$ cat config.mk
export PLATFORM = sky130hd
export DESIGN_NAME = seg_scan_ctrl
export DESIGN_NICKNAME = d
export VERILOG_FILES = /design/src/rtl/seg_scan_ctrl.sv
export SDC_FILE = /design/constraint.sdc
export NUM_CORES = 1
export LEC_CHECK = 0
export CELL_PAD_IN_SITES_DETAIL_PLACEMENT = 1
export CELL_PAD_IN_SITES_GLOBAL_PLACEMENT = 1
export CORE_UTILIZATION = 44
export DETAILED_ROUTE_END_ITERATION = 8
export PLACE_DENSITY = 0.84
export SLEW_MARGIN = 20
export SYNTH_ARGS = -nofsm -noshare
export SYNTH_HDL_FRONTEND = slang
export SYNTH_SLANG_ARGS = --single-unit
export TNS_END_PERCENT = 20
$ cat constraint.sdc
create_clock -name clk -period 4.4 [get_ports clk]
set_clock_uncertainty 0.2 [all_clocks]
set_input_delay 1.1 -clock clk [delete_from_list [all_inputs] [get_ports clk]]
set_output_delay 1.1 -clock clk [all_outputs]
set_load 0.05 [all_outputs]
$ cat src/rtl/seg_scan_ctrl.sv
// Multiplexed 7-segment display controller: hex or sequential double-dabble decimal conversion,
// per-digit decimal points, leading-zero blanking. Optional digit blinking under `SEG_BLINK_EN`.
`timescale 1ns/1ps
module seg_scan_ctrl #(
   parameter int DATA_W    = 32,
   parameter int DIGITS    = 8,
   parameter int SCAN_DIV  = 150000,
   parameter int BLINK_DIV = 64
) (
   input  logic              clk,
   input  logic              rst,
   input  logic              load,
   input  logic              mode,
   input  logic [DATA_W-1:0] data,
   input  logic [DIGITS-1:0] dp,
   input  logic              blank_lz,
`ifdef SEG_BLINK_EN
   input  logic [DIGITS-1:0] blink_mask,
`endif
   output logic              busy,
   output logic [7:0]        seg,
   output logic [DIGITS-1:0] an
);

   localparam int BCD_W = 4 * DIGITS;
   localparam int CNT_W = $clog2(DATA_W + 1);
   localparam int PRE_W = $clog2(SCAN_DIV + 1);
   localparam int POS_W = (DIGITS > 1) ? $clog2(DIGITS) : 1;

   if (DIGITS < 1 || DIGITS > 8 || SCAN_DIV < 1 || BLINK_DIV < 1 || DATA_W < 2) begin : g_bad_param
      $error("seg_scan_ctrl: parameter out of range");
   end

   function automatic logic [6:0] glyph(input logic [3:0] v);
      case (v)
         4'h0: glyph = 7'h40;  4'h1: glyph = 7'h79;  4'h2: glyph = 7'h24;  4'h3: glyph = 7'h30;
         4'h4: glyph = 7'h19;  4'h5: glyph = 7'h12;  4'h6: glyph = 7'h02;  4'h7: glyph = 7'h78;
         4'h8: glyph = 7'h00;  4'h9: glyph = 7'h18;  4'hA: glyph = 7'h08;  4'hB: glyph = 7'h03;
         4'hC: glyph = 7'h46;  4'hD: glyph = 7'h21;  4'hE: glyph = 7'h06;  default: glyph = 7'h0E;
      endcase
   endfunction

   // Add-3 correction on every nibble, then shift one data bit in; the top carry falls off.
   function automatic logic [BCD_W-1:0] dd_step(input logic [BCD_W-1:0] b, input logic bit_in);
      logic [BCD_W-1:0] a;
      a = b;
      for (int i = 0; i < DIGITS; i++) begin
         if (b[4*i +: 4] >= 4'd5) a[4*i +: 4] = b[4*i +: 4] + 4'd3;
      end
      return {a[BCD_W-2:0], bit_in};
   endfunction

   logic              busy_q, busy_d;
   logic              mode_q, mode_d;
   logic [CNT_W-1:0]  cnt_q, cnt_d;
   logic [DATA_W-1:0] shreg_q, shreg_d;
   logic [BCD_W-1:0]  bcd_q, bcd_d, bcd_n;
   logic [DIGITS-1:0] pdp_q, pdp_d;
   logic              pblz_q, pblz_d;
   logic [BCD_W-1:0]  dig_q, dig_d;
   logic [DIGITS-1:0] dp_q, dp_d;
   logic              blz_q, blz_d;
   logic [PRE_W-1:0]  presc_q, presc_d;
   logic [POS_W-1:0]  pos_q, pos_d;
   logic [7:0]        seg_q, seg_d;
   logic [DIGITS-1:0] an_q, an_d;
   logic [DIGITS-1:0] blank;
   logic              zero_run;
`ifdef SEG_BLINK_EN
   localparam int FRM_W = $clog2(BLINK_DIV + 1);
   logic [DIGITS-1:0] pbm_q, pbm_d, bm_q, bm_d;
   logic [FRM_W-1:0]  frame_q, frame_d;
   logic              phase_q, phase_d;
`endif

   always_comb begin
      busy_d  = busy_q;
      mode_d  = mode_q;
      cnt_d   = cnt_q;
      shreg_d = shreg_q;
      bcd_d   = bcd_q;
      pdp_d   = pdp_q;
      pblz_d  = pblz_q;
      dig_d   = dig_q;
      dp_d    = dp_q;
      blz_d   = blz_q;
      bcd_n   = dd_step(bcd_q, shreg_q[DATA_W-1]);
`ifdef SEG_BLINK_EN
      pbm_d   = pbm_q;
      bm_d    = bm_q;
`endif
      if (load && !busy_q) begin
         busy_d  = 1'b1;
         mode_d  = mode;
         cnt_d   = '0;
         shreg_d = data;
         bcd_d   = '0;
         pdp_d   = dp;
         pblz_d  = blank_lz;
`ifdef SEG_BLINK_EN
         pbm_d   = blink_mask;
`endif
      end else if (busy_q) begin
         if (mode_q) begin
            busy_d = 1'b0;
            dig_d  = BCD_W'(shreg_q);
            dp_d   = pdp_q;
            blz_d  = pblz_q;
`ifdef SEG_BLINK_EN
            bm_d   = pbm_q;
`endif
         end else begin
            bcd_d   = bcd_n;
            shreg_d = shreg_q << 1;
            cnt_d   = cnt_q + 1'b1;
            if (cnt_q == CNT_W'(DATA_W - 1)) begin
               busy_d = 1'b0;
               dig_d  = bcd_n;
               dp_d   = pdp_q;
               blz_d  = pblz_q;
`ifdef SEG_BLINK_EN
               bm_d   = pbm_q;
`endif
            end
         end
      end

      presc_d = presc_q + 1'b1;
      pos_d   = pos_q;
      if (presc_q == PRE_W'(SCAN_DIV - 1)) begin
         presc_d = '0;
         pos_d   = (pos_q == POS_W'(DIGITS - 1)) ? '0 : pos_q + 1'b1;
      end

      // A digit is blank when it and every digit above it are zero; digit 0 always shows.
      blank    = '0;
      zero_run = blz_q;
      for (int i = DIGITS - 1; i >= 1; i--) begin
         zero_run = zero_run && (dig_q[4*i +: 4] == 4'h0);
         blank[i] = zero_run;
      end

      seg_d = {~dp_q[pos_d], blank[pos_d] ? 7'h7F : glyph(dig_q[4*pos_d +: 4])};
      an_d  = ~(DIGITS'(1) << pos_d);
`ifdef SEG_BLINK_EN
      frame_d = frame_q;
      phase_d = phase_q;
      if (presc_q == PRE_W'(SCAN_DIV - 1) && pos_q == POS_W'(DIGITS - 1)) begin
         if (frame_q == FRM_W'(BLINK_DIV - 1)) begin
            frame_d = '0;
            phase_d = ~phase_q;
         end else begin
            frame_d = frame_q + 1'b1;
         end
      end
      if (!phase_d && bm_q[pos_d]) an_d = '1;
`endif
   end

   always_ff @(posedge clk) begin
      if (rst) begin
         busy_q  <= 1'b0;
         mode_q  <= 1'b0;
         cnt_q   <= '0;
         shreg_q <= '0;
         bcd_q   <= '0;
         pdp_q   <= '0;
         pblz_q  <= 1'b0;
         dig_q   <= '0;
         dp_q    <= '0;
         blz_q   <= 1'b0;
         presc_q <= '0;
         pos_q   <= '0;
         seg_q   <= 8'hFF;
         an_q    <= '1;
`ifdef SEG_BLINK_EN
         pbm_q   <= '0;
         bm_q    <= '0;
         frame_q <= '0;
         phase_q <= 1'b1;
`endif
      end else begin
         busy_q  <= busy_d;
         mode_q  <= mode_d;
         cnt_q   <= cnt_d;
         shreg_q <= shreg_d;
         bcd_q   <= bcd_d;
         pdp_q   <= pdp_d;
         pblz_q  <= pblz_d;
         dig_q   <= dig_d;
         dp_q    <= dp_d;
         blz_q   <= blz_d;
         presc_q <= presc_d;
         pos_q   <= pos_d;
         seg_q   <= seg_d;
         an_q    <= an_d;
`ifdef SEG_BLINK_EN
         pbm_q   <= pbm_d;
         bm_q    <= bm_d;
         frame_q <= frame_d;
         phase_q <= phase_d;
`endif
      end
   end

   assign busy = busy_q;
   assign seg  = seg_q;
   assign an   = an_q;

endmodule

==> results of run 1 <==
==> per-stage QoR <==
stage | instance area, um^2 | instances | utilization [%]
floorplan | 7645 | 925 | -
global placement | 8407 | 1161 | 50.16
detailed placement | 8407 | 1161 | 50.16
CTS | 9010 | 1193 | 53.76
global route | 9010 | 1193 | 53.76
finish | 9010 | 1193 | 53.76
==> layer usage <==
metal | track usage (%) | up-vias | part of all wire (%)
li1 | - | 3312 | -
met1 | 31.16 | 3265 | 46
met5 | 0 | - | 0
met2 | 41.94 | 107 | 50
met4 | 8.018 | 0 | 1.3
met3 | 4.308 | 28 | 3.1
==> worst paths after layout <==
kind | startpoint | end | slack (ns) | cells after the start
hold reg to reg | dig_q[31] | dig_q[31] | 0.25 | 2
hold / removal | dig_q[31] | dig_q[31] | 0.25 | 2
setup reg to reg | pos_q[1] | seg[3] | 0.45 | 14
setup / recovery | pos_q[1] | seg[3] | 0.45 | 14
==> layout by cell type, fill, tap and decap left out, types with 4 or more instances in the layout <==
master                            count
sky130_fd_sc_hd__a211oi_1            32
sky130_fd_sc_hd__a21oi_1             89
sky130_fd_sc_hd__a311oi_1            11
sky130_fd_sc_hd__and3_1               6
sky130_fd_sc_hd__buf_4               10
sky130_fd_sc_hd__clkbuf_16           17
sky130_fd_sc_hd__clkbuf_8             5
sky130_fd_sc_hd__clkdlybuf4s50_1     60
sky130_fd_sc_hd__clkinv_2             5
sky130_fd_sc_hd__dfxtp_1            158
sky130_fd_sc_hd__ha_1                26
sky130_fd_sc_hd__inv_1               26
sky130_fd_sc_hd__mux2_2               4
sky130_fd_sc_hd__mux2i_1             39
sky130_fd_sc_hd__nand2_1            163
sky130_fd_sc_hd__nand2b_1             9
sky130_fd_sc_hd__nand4_1              7
sky130_fd_sc_hd__nor2_1             101
sky130_fd_sc_hd__nor3_1              26
sky130_fd_sc_hd__nor3b_1             15
sky130_fd_sc_hd__nor4_1               5
sky130_fd_sc_hd__o21ai_0             32
sky130_fd_sc_hd__o221ai_1             5
sky130_fd_sc_hd__o22ai_1             20
sky130_fd_sc_hd__or3_1               10
sky130_fd_sc_hd__xnor2_1             13
sky130_fd_sc_hd__xor2_1              11
==> worst max-delay path, cell delays in order (launching register included) <==
cell and delay, ns:
sky130_fd_sc_hd__dfxtp_1 0.38, sky130_fd_sc_hd__ha_1 0.21, sky130_fd_sc_hd__ha_1 0.20, sky130_fd_sc_hd__or2_2 0.32
sky130_fd_sc_hd__or3_4 0.38, sky130_fd_sc_hd__o21ai_2 0.33, sky130_fd_sc_hd__mux2i_1 0.23, sky130_fd_sc_hd__a21oi_1 0.09
sky130_fd_sc_hd__nor2_1 0.37, sky130_fd_sc_hd__inv_1 0.14, sky130_fd_sc_hd__ha_1 0.34, sky130_fd_sc_hd__inv_1 0.09
sky130_fd_sc_hd__a221oi_1 0.27, sky130_fd_sc_hd__a31oi_1 0.08, sky130_fd_sc_hd__a21o_1 0.20
==> cell type report <==
| type | instances | area (um^2) | area share, % |
|---|---|---|---|
| Clock inverter | 10 | 108.9 | 1.208 |
| Sequential cell | 159 | 3184 | 35.34 |
| Inverter | 26 | 97.59 | 1.083 |
| Tap cell | 220 | 275.3 | 3.055 |
| Timing Repair Buffer | 72 | 700.7 | 7.777 |
| Multi-Input combinational cell | 684 | 4149 | 46.05 |
| Clock buffer | 22 | 494.2 | 5.485 |
==> registers in the layout, summed over array words and instances (netlist names), 3 cells and up <==
signal	flops
pos_q	3
dig_q	32
seg	8
bcd_q	32
cnt_q	6
dp_q	8
an	8
presc_q	18
pdp_q	8
shreg_q	32
==> logic make-up (layout without fill, tap and decap cells) <==
| group | Yosys count | in the layout | synth area share [%] |
|---|---|---|---|
| and+or+nand+nor | 367 | 367 | 22.08 |
| AOI/OAI and AO/OA | 224 | 224 | 19.31 |
| DFF | 159 | 159 | 41.64 |
| buffers and inverters | 82 | 130 | 4.272 |
| muxes | 43 | 43 | 5.695 |
| adders and majority gates | 26 | 26 | 4.255 |
| xor gates and xnor gates | 24 | 24 | 2.750 |
==> power groups by stage <==
stage | clock network (mW) | logic [mW] | registers [mW]
after global placement | 0 | 0.355 | 1.59
final | 1.48 | 0.369 | 1.56
after detailed placement | 0 | 0.366 | 1.59
after CTS | 1.51 | 0.373 | 1.56
after floorplan | 0 | 0.233 | 1.59
after global routing | 1.56 | 0.409 | 1.57
==> reports/summary.log, run 1 <==
qor: global_route.grt_use_total 24.52%
qor: power.power.share.sequential 45.7%
qor: global_route.first_global_vias 6,879
qor: power.switching_share 25.13%
qor: detailed_routing.detail_route.vias_per_cell 5.626
qor: power.switchingPower 0.8579 mW
qor: synthesis.postSynthCellCount 925
qor: detailed_routing.routed-via-count 6,712
qor: setup_path.timing.critical_path.required 4.52 ns
qor: clock_tree.clock_tree.buffer_depth 2
qor: floorplanning.die-area 17,910 um^2
qor: clock_tree.clkSlewWorstSetupHoldPaths 0.06 ns
qor: clock_tree.cts_sinks 159
qor: clock_tree.cts_tree built
qor: detailed_routing.remaining_drc_errors 0
qor: sta.maxSlewHeadroom 42.51%
qor: clock_tree.postCtsHoldBufs 0
qor: clock_tree.worstSkewPairLatency 0.43 ns
qor: layout.drive_gt1_share 7.914%
qor: sta.max_freq 253.1 MHz
qor: layout.fillers 1,994
qor: sta.slew_viol_final 0
qor: detailed_routing.drt-pass1-iter-count 4
qor: sta.hold_slack 0.2537 ns
qor: clock_tree.cts_post_setup_buffers_inserted 0
qor: global_route.antenna_found_initial 0
qor: detailed_routing.wl_per_cell 17.47 um
qor: synthesis.synthesized_nets 996
qor: power.powerDensity 378.9 nW/um^2
qor: setup_path.critPathLaunchType flip-flop
qor: clock_tree.ctsRootBufferMaster sky130_fd_sc_hd__clkbuf_16
qor: synthesis.synth-edff-count 0
qor: synthesis.yosys.cell_types.count 65
qor: synthesis.synth_area_leader sky130_fd_sc_hd__dfxtp_1
qor: floorplanning.die_w 133.8 um
qor: synthesis.synth_area_leaders sky130_fd_sc_hd__dfxtp_1 (42%), sky130_fd_sc_hd__nand2_1 (8.0%), sky130_fd_sc_hd__a21oi_1 (5.8%), sky130_fd_sc_hd__mux2i_1 (5.1%), sky130_fd_sc_hd__nor2_1 (5.0%)
qor: setup_path.setup.worst_path.end_class flip-flop
qor: synthesis.async_flop_share 0%
qor: floorplanning.core 16,760 um^2
qor: floorplanning.num_io_pins 62
qor: sta.period_share 89.80%
qor: job.max_cap_viol_count 0
qor: global_route.grt_start_max_net_pins 70
qor: floorplanning.initial_utilization 45.61%
qor: sta.min_period 3.951 ns
qor: global_route.grt_remaining_overflow 0
qor: synthesis.yosysMostFrequentCell sky130_fd_sc_hd__nand2_1
qor: floorplanning.floorplan.rows 47
qor: layout.n_antenna_cell 0
qor: sta.grt_setup_unrepaired false
qor: synthesis.synth_area_per_cell 8.265 um^2
qor: place.hpwlAfterDp 14,250 um
qor: power.max-vdd-ir-drop 0.0002816 V
qor: power.p_leak 3.188 nW
qor: clock_tree.cts_repair_resize_count 0
qor: place.finalWeightedCongestion 0.8932
qor: sta.postLayoutSetupSlackWorst 0.4489 ns
qor: setup_path.critPathArrivalTime 4.07 ns
qor: power.post-layout-total-power 3.414 mW
qor: global_route.wire_length_of_the_first_global_routing_pass 34,720 um
qor: synthesis.yosys-top-cells-count sky130_fd_sc_hd__nand2_1 (163), sky130_fd_sc_hd__dfxtp_1 (159), sky130_fd_sc_hd__nor2_1 (101)
qor: detailed_routing.routed_wirelength 20,840 um
qor: setup_path.timing.setup.critical_path_class reg -> reg
qor: detailed_routing.drtIter0Drc 323
qor: synthesis.synth.yosys.warnings 0
qor: place.portBuffers 61
qor: floorplanning.die_height 133.8 um
qor: place.dp_worst_setup_slack 0.5181 ns
qor: synthesis.synth-main-ff-cell sky130_fd_sc_hd__dfxtp_1
qor: synthesis.seq_area_frac_synth 41.64%
qor: synthesis.yosys.area.top_type_share 41.64%
qor: power.pwr-share-clk 43.5%
qor: synthesis.yosys_register_bits 159
qor: sta.setup_failing_eps_final 0
qor: clock_tree.cts_made_buffers 17
qor: layout.num-nets-final 1,031
qor: detailed_routing.final_antenna_violating_net_count 0
qor: sta.final.setup.tns 0 ns
qor: sta.tightest_slew 0.8603 ns
qor: layout.area_delta_synth_final 17.86%
qor: hold_path.min-delay-path-class reg -> reg
qor: clock_tree.clock_tree.htree_level_count 4
qor: power.p_comb_share 10.8%
qor: setup_path.critPathMaxFanout 8
qor: run_status.result_of_the_run complete, no violations
qor: power.cellInternalPower 2.556 mW
qor: sta.timing_hold_violations_final 0
qor: synthesis.synthesis.area 7645 um^2
Power figures use the tool's default switching activity.
==> run 2, diff against run 1 <==
--- a/config.mk
+++ b/config.mk
@@ -5,7 +5,7 @@
 export SDC_FILE = /design/constraint.sdc
 export NUM_CORES = 1
 export LEC_CHECK = 0
-export CELL_PAD_IN_SITES_DETAIL_PLACEMENT = 1
+export CELL_PAD_IN_SITES_DETAIL_PLACEMENT = 0
 export CELL_PAD_IN_SITES_GLOBAL_PLACEMENT = 1
 export CORE_UTILIZATION = 44
 export DETAILED_ROUTE_END_ITERATION = 8
==> reports/summary.log, run 2 (synthesized netlist as in run 1, its figures left out) <==
qor: global_route.first_global_vias 5,990 [-13%]
qor: setup_path.critPathLaunchType flip-flop
qor: setup_path.critical_path.max_stage_delay 0.37 ns [about the same]
qor: sta.grt_setup_unrepaired false
qor: floorplanning.initial_utilization 45.61% [unchanged]
qor: setup_path.critical_path.cell_chain ha_1 > ha_1 > or2_2 > or3_4 > o21ai_2 > mux2i_1 > a21oi_1 > nor2_1 > inv_1 > ha_1 > inv_1 > a221oi_1 > a31oi_1 > a21o_1
qor: detailed_routing.drt-pass1-iter-count 5 [+1]
qor: detailed_routing.drtIter0Drc 319 [-1.2%]
qor: power.powerDensity 386.7 nW/um^2 [+2.1%]
qor: floorplanning.num_io_pins 62 [unchanged]
qor: setup_path.setup.worst_path.end_class flip-flop
qor: place.hpwlAfterDp 12,520 um [-12%]
qor: place.dp.cells 1,161 [unchanged]
qor: clock_tree.ctsRootBufferMaster sky130_fd_sc_hd__clkbuf_16
qor: place.placed_cell_area 8407 um^2 [unchanged]
qor: clock_tree.clkSlewWorstSetupHoldPaths 0.06 ns [about the same]
qor: layout.final_common_cell sky130_fd_sc_hd__nand2_1
qor: setup_path.ff2ff_setup_slack 0.54 ns [+0.09 ns]
qor: power.p_leak 3.191 nW [+0.11%]
qor: setup_path.critical_path.most_common_cell sky130_fd_sc_hd__ha_1
qor: sta.period_share 87.64% [-2.2 points]
qor: place.portBuffers 61 [unchanged]
qor: detailed_routing.detail_route.vias_per_cell 5.427 [-3.5%]
qor: detailed_routing.wl_per_cell 15.36 um [-12%]
qor: power.post-layout-total-power 3.490 mW [+2.2%]
qor: global_route.grt_remaining_overflow 0 [unchanged]
qor: clock_tree.cts_made_buffers 17 [unchanged]
qor: layout.num-nets-final 1,031 [unchanged]
qor: global_route.antenna_found_initial 0 [unchanged]
qor: global_route.wire_length_of_the_first_global_routing_pass 30,120 um [-13%]
qor: sta.slew_viol_final 0 [unchanged]
qor: detailed_routing.remaining_drc_errors 0 [unchanged]
qor: sta.maxSlewHeadroom 43.80% [+1.3 points]
qor: clock_tree.cts_post_setup_buffers_inserted 0 [unchanged]
qor: sta.setup_failing_eps_final 0 [unchanged]
qor: layout.drive_gt1_share 7.209% [-0.70 points]
qor: floorplanning.floorplan.rows 47 [unchanged]
qor: sta.min_period 3.856 ns [-0.09486 ns]
qor: floorplanning.core 16,760 um^2 [unchanged]
qor: setup_path.cp_num_buf_inv 2 [unchanged]
qor: layout.fin_area 9025 um^2 [+0.17%]
qor: floorplanning.die_w 133.8 um [unchanged]
qor: setup_path.timing.critical_path.required 4.51 ns [about the same]
qor: clock_tree.worstSkewPairLatency 0.42 ns [about the same]
qor: layout.finish.utilization 53.85% [+0.090 points]
qor: floorplanning.die_height 133.8 um [unchanged]
qor: setup_path.timing.setup.critical_path_class reg -> reg
qor: layout.stdcell_count 1,191 [-0.17%]
qor: floorplanning.die-area 17,910 um^2 [unchanged]
qor: hold_path.min-delay-path-class reg -> reg
qor: layout.layout.cells.most_common_list sky130_fd_sc_hd__nand2_1 (163), sky130_fd_sc_hd__dfxtp_1 (158), sky130_fd_sc_hd__nor2_1 (101)
qor: clock_tree.clock_tree.buffer_depth 2 [unchanged]
qor: setup_path.critPathMaxFanout 8 [unchanged]
qor: layout.n_antenna_cell 0 [unchanged]
qor: setup_path.critPathArrivalTime 3.97 ns [-0.10 ns]
qor: job.max_cap_viol_count 0 [unchanged]
qor: setup_path.worst_path_dominant_cell_family simple AND/OR/NAND/NOR gates
qor: clock_tree.postCtsHoldBufs 0 [unchanged]
qor: clock_tree.clock_tree.htree_level_count 4 [unchanged]
qor: global_route.grt_use_total 21.21% [-3.3 points]
qor: detailed_routing.routed-via-count 6,463 [-3.7%]
qor: detailed_routing.routed_wirelength 18,290 um [-12%]
qor: sta.timing_hold_violations_final 0 [unchanged]
qor: layout.area_delta_synth_final 18.05%
qor: setup_path.critical_path.slowest_cell sky130_fd_sc_hd__dfxtp_1
qor: sta.final.setup.tns 0 ns [unchanged]
qor: run_status.result_of_the_run complete, no violations
qor: detailed_routing.final_antenna_violating_net_count 0 [unchanged]
qor: layout.reg.largest.list bcd_q: 32 flops, dig_q: 32 flops, shreg_q: 32 flops
qor: clock_tree.cts_sinks 159 [unchanged]
qor: sta.max_freq 259.3 MHz [+2.5%]
qor: sta.tightest_slew 0.8409 ns [-0.01933 ns]
qor: power.max-vdd-ir-drop 0.0002833 V [+0.60%]
qor: global_route.grt_start_max_net_pins 70 [unchanged]
qor: place.finalWeightedCongestion 0.8932 [unchanged]
qor: clock_tree.cts_repair_resize_count 0 [unchanged]
qor: clock_tree.cts_tree built
==> run 2: metrics by stage <==
stage          hold slack [ns]  worst slack (ns)
4_1_cts                 0.2528            0.5574
3_3_place_gp            0.2225            0.6707
3_5_place_dp            0.2445            0.5660
5_1_grt                 0.2722            0.2087
6_report                0.2495            0.5438
2_1_floorplan           0.2132            0.9526
==> run 2: layout make-up <==
cell class | count | area, um^2
repair buffers | 72 | 700.7
well taps | 220 | 275.3
inverters | 26 | 97.59
multi-input cells | 684 | 4149
flip-flops and latches | 159 | 3184
fillers | 1612 | 7735
clock inverters | 7 | 160.2
clock buffers | 23 | 457.9
==> run 2: path summary, 6_finish.rpt <==
kind / to / depth (start not counted) / startpoint
hold / removal: presc_q[0] / 1 / presc_q[0]
setup / recovery: seg[3] / 14 / pos_q[1]
setup reg to reg: seg[3] / 14 / pos_q[1]
hold reg to reg: presc_q[0] / 1 / presc_q[0]
==> run 2: routing by layer <==
metal  global-route usage (%)  up-vias  share of wire [%]
li1                         -     3316                  -
met1                    28.90     3036                 49
met2                    34.20       99                 47
met3                    4.422       12                3.4
met4                    5.114        0               0.61
met5                        0        -                  0
==> run 2: where the power goes <==
| part | total, mW | switching, mW | internal [mW] |
|---|---|---|---|
| Sequential | 1.56 | 0.0555 | 1.50 |
| Clock | 1.57 | 0.559 | 1.01 |
| Combinational | 0.359 | 0.212 | 0.148 |
==> RTL change: new RTL, settings of run 1 <==
Take the reset off `shreg_q` and load it in a clocked block of its own.
--- a/src/rtl/seg_scan_ctrl.sv
+++ b/src/rtl/seg_scan_ctrl.sv
@@ -162,7 +162,6 @@
          busy_q  <= 1'b0;
          mode_q  <= 1'b0;
          cnt_q   <= '0;
-         shreg_q <= '0;
          bcd_q   <= '0;
          pdp_q   <= '0;
          pblz_q  <= 1'b0;
@@ -183,7 +182,6 @@
          busy_q  <= busy_d;
          mode_q  <= mode_d;
          cnt_q   <= cnt_d;
-         shreg_q <= shreg_d;
          bcd_q   <= bcd_d;
          pdp_q   <= pdp_d;
          pblz_q  <= pblz_d;
@@ -203,6 +201,10 @@
       end
    end
 
+   always_ff @(posedge clk) begin
+      shreg_q <= shreg_d;
+   end
+
    assign busy = busy_q;
    assign seg  = seg_q;
    assign an   = an_q;
Check against the original RTL: no difference found for any inputs over 4 cycles, from zero or initial values and one cycle with rst high; that may be too few to reach the edited logic, so the function may still have changed.
==> RTL change against run 1 <==
Setup slack got worse by 0.23 ns. Design area increased by 2.1%. Largest cell class unchanged. Final cell count increased by 1.3%. Sequential power increased by 4%. Non-clock buffer count increased by 4. Critical path depth decreased by 2. Fmax decreased by 5.5%. Area after synthesis increased by 2.3%. Critical endpoint unchanged. Wire length decreased by 0.49%. Sequential cell count unchanged. Power about the same.
==> RTL change: results (changes against run 1) <==
Finish
  • Final antenna diode count: 0 (unchanged)
  • Layout cells sized above 1: 0.0753 (-0.00386)
  • Biggest regs: bcd_q: 32 flops, dig_q: 32 flops, shreg_q: 32 flops
  • Layout Cells excl Fill: 1,208 (+1.3%)

Logic synthesis
  • EDFF count, synth: 32 (+32)
  • YS warnings: 0 (unchanged)
  • Syn Nets: 998 (+0.20%)
  • Top post-synthesis cells by count: nand2_1 (243), dfxtp_1 (127), a21oi_1 (83)
  • Syn avg cell area: 8.44 sq um (+2.1%)
  • Synth area leaders: dfxtp_1 (33%), edfxtp_1 (12%), nand2_1 (12%)
  • Seq/Total Area, Yosys: 0.448 (+0.0315)

Run status
  • Status: finished, final reports clean

Placement
  • Pre-CTS setup slack: 0.249 ns (-0.269 ns)
  • Placer Congestion: 0.871 (-2.5%)
  • Placed Instances: 1,176 (+1.3%)
  • HPWL Detailed: 14,400 um (+1.2%)
  • DP Area: 8630 sq um (+2.6%)

CTS
  • Worst skew pair latency: 0.43 ns (about the same)
  • Bufs on Longest Clock Path: 2 (unchanged)
  • Number of gates resized after CTS: 0 (unchanged)

Global routing
  • GRT Util Overall: 0.241 (-0.00397)
  • Largest net degree at the start of global routing: 59 (-16%)
  • Vias in the first global route: 6,853 (-0.38%)
  • First-pass GRT wire length: 34,300 um (-1.1%)

Route
  • Pre-antenna DRT Iters: 5 (+1)
  • Via-to-Cell Ratio: 5.50 (-2.3%)
  • Initial DRC count: 358 (+11%)
  • Routed WL: 20,700 um (-0.49%)

Power and ir drop
  • Power density cells: 371 nW/um^2 (-2.0%)
  • Sw frac: 0.262 (+0.0106)
  • Pleak: 3.37 nW (+5.6%)
  • Max VDD drop: 0.283 mV (+0.42%)

Timing
  • Rel. slew slack: 0.278 (-0.148)

Setup path
  • Worst-path fanout max: 10 (+2)
  • CP max stage delay: 0.57 ns (+0.19 ns)
  • Critical path arrival: 4.32 ns (+0.25 ns)
  • CP max-delay cell: or4_4
-- RTL change: changes by cell type after synthesis, moves of 14 or more --
cell      before  now
dfxtp_1      159  127
edfxtp_1       0   32
nand2_1      163  243
nand3_1        3   17
nor2_1       101   68
nor3_1        26    2
o22ai_1       20    1
-- RTL change: routing by layer --
metal | GRT usage | vias up | share of wire
li1 | - | 3295 | -
met1 | 0.295 | 3235 | 0.46
met2 | 0.423 | 94 | 0.50
met3 | 0.0527 | 17 | 0.025
met4 | 0.0687 | 0 | 0.010
met5 | 0 | - | 0
-- RTL change: power groups by stage --
| stage | logic (mW) | registers, mW | clock network (mW) |
|---|---|---|---|
| 6_report | 0.356 | 1.63 | 1.42 |
| 3_3_place_gp | 0.342 | 1.66 | 0 |
| 3_5_place_dp | 0.353 | 1.66 | 0 |
| 2_1_floorplan | 0.218 | 1.66 | 0 |
| 5_1_grt | 0.396 | 1.64 | 1.50 |
| 4_1_cts | 0.358 | 1.63 | 1.45 |
-- RTL change: cells by family after synthesis --
| logic type | count (synthesis) | synth area share |
|---|---|---|
| AOI/OAI and AO/OA | 195 | 0.158 |
| xor gates and xnor gates | 25 | 0.0280 |
| adders and majority gates | 26 | 0.0416 |
| buffers and inverters | 77 | 0.0397 |
| DFF | 159 | 0.448 |
| muxes | 33 | 0.0461 |
| and+or+nand+nor | 412 | 0.239 |
-- RTL change: path summary, 6_finish.rpt --
kind                            startpoint       to  slack, ns  depth (start not counted)
worst max-delay path              pos_q[1]   seg[3]       0.22                         12
worst min-delay path              pdp_q[4]  dp_q[4]       0.26                          2
worst max register to register    pos_q[1]   seg[3]       0.22                         12
worst min register to register    pdp_q[4]  dp_q[4]       0.26                          2
-- RTL change: critical path, delay by kind of cell (launching register included) --
kind	cells	cell delay, ns
AND/OR/NAND/NOR	4	1.31
AO/OA/AOI/OAI	3	0.97
adder cells (fa/ha/maj)	3	0.77
flip-flops	1	0.36
multiplexers	1	0.34
buffers and inverters	1	0.12
-- RTL change: area by class of cell --
cell class              count  area, sq um
clock buffers              21          492
inverters                  25         93.8
fillers                  2077         8160
flip-flops and latches    159         3500
multi-input cells         691         4030
clock inverters            11         77.6
well taps                 225          282
repair buffers             76          718
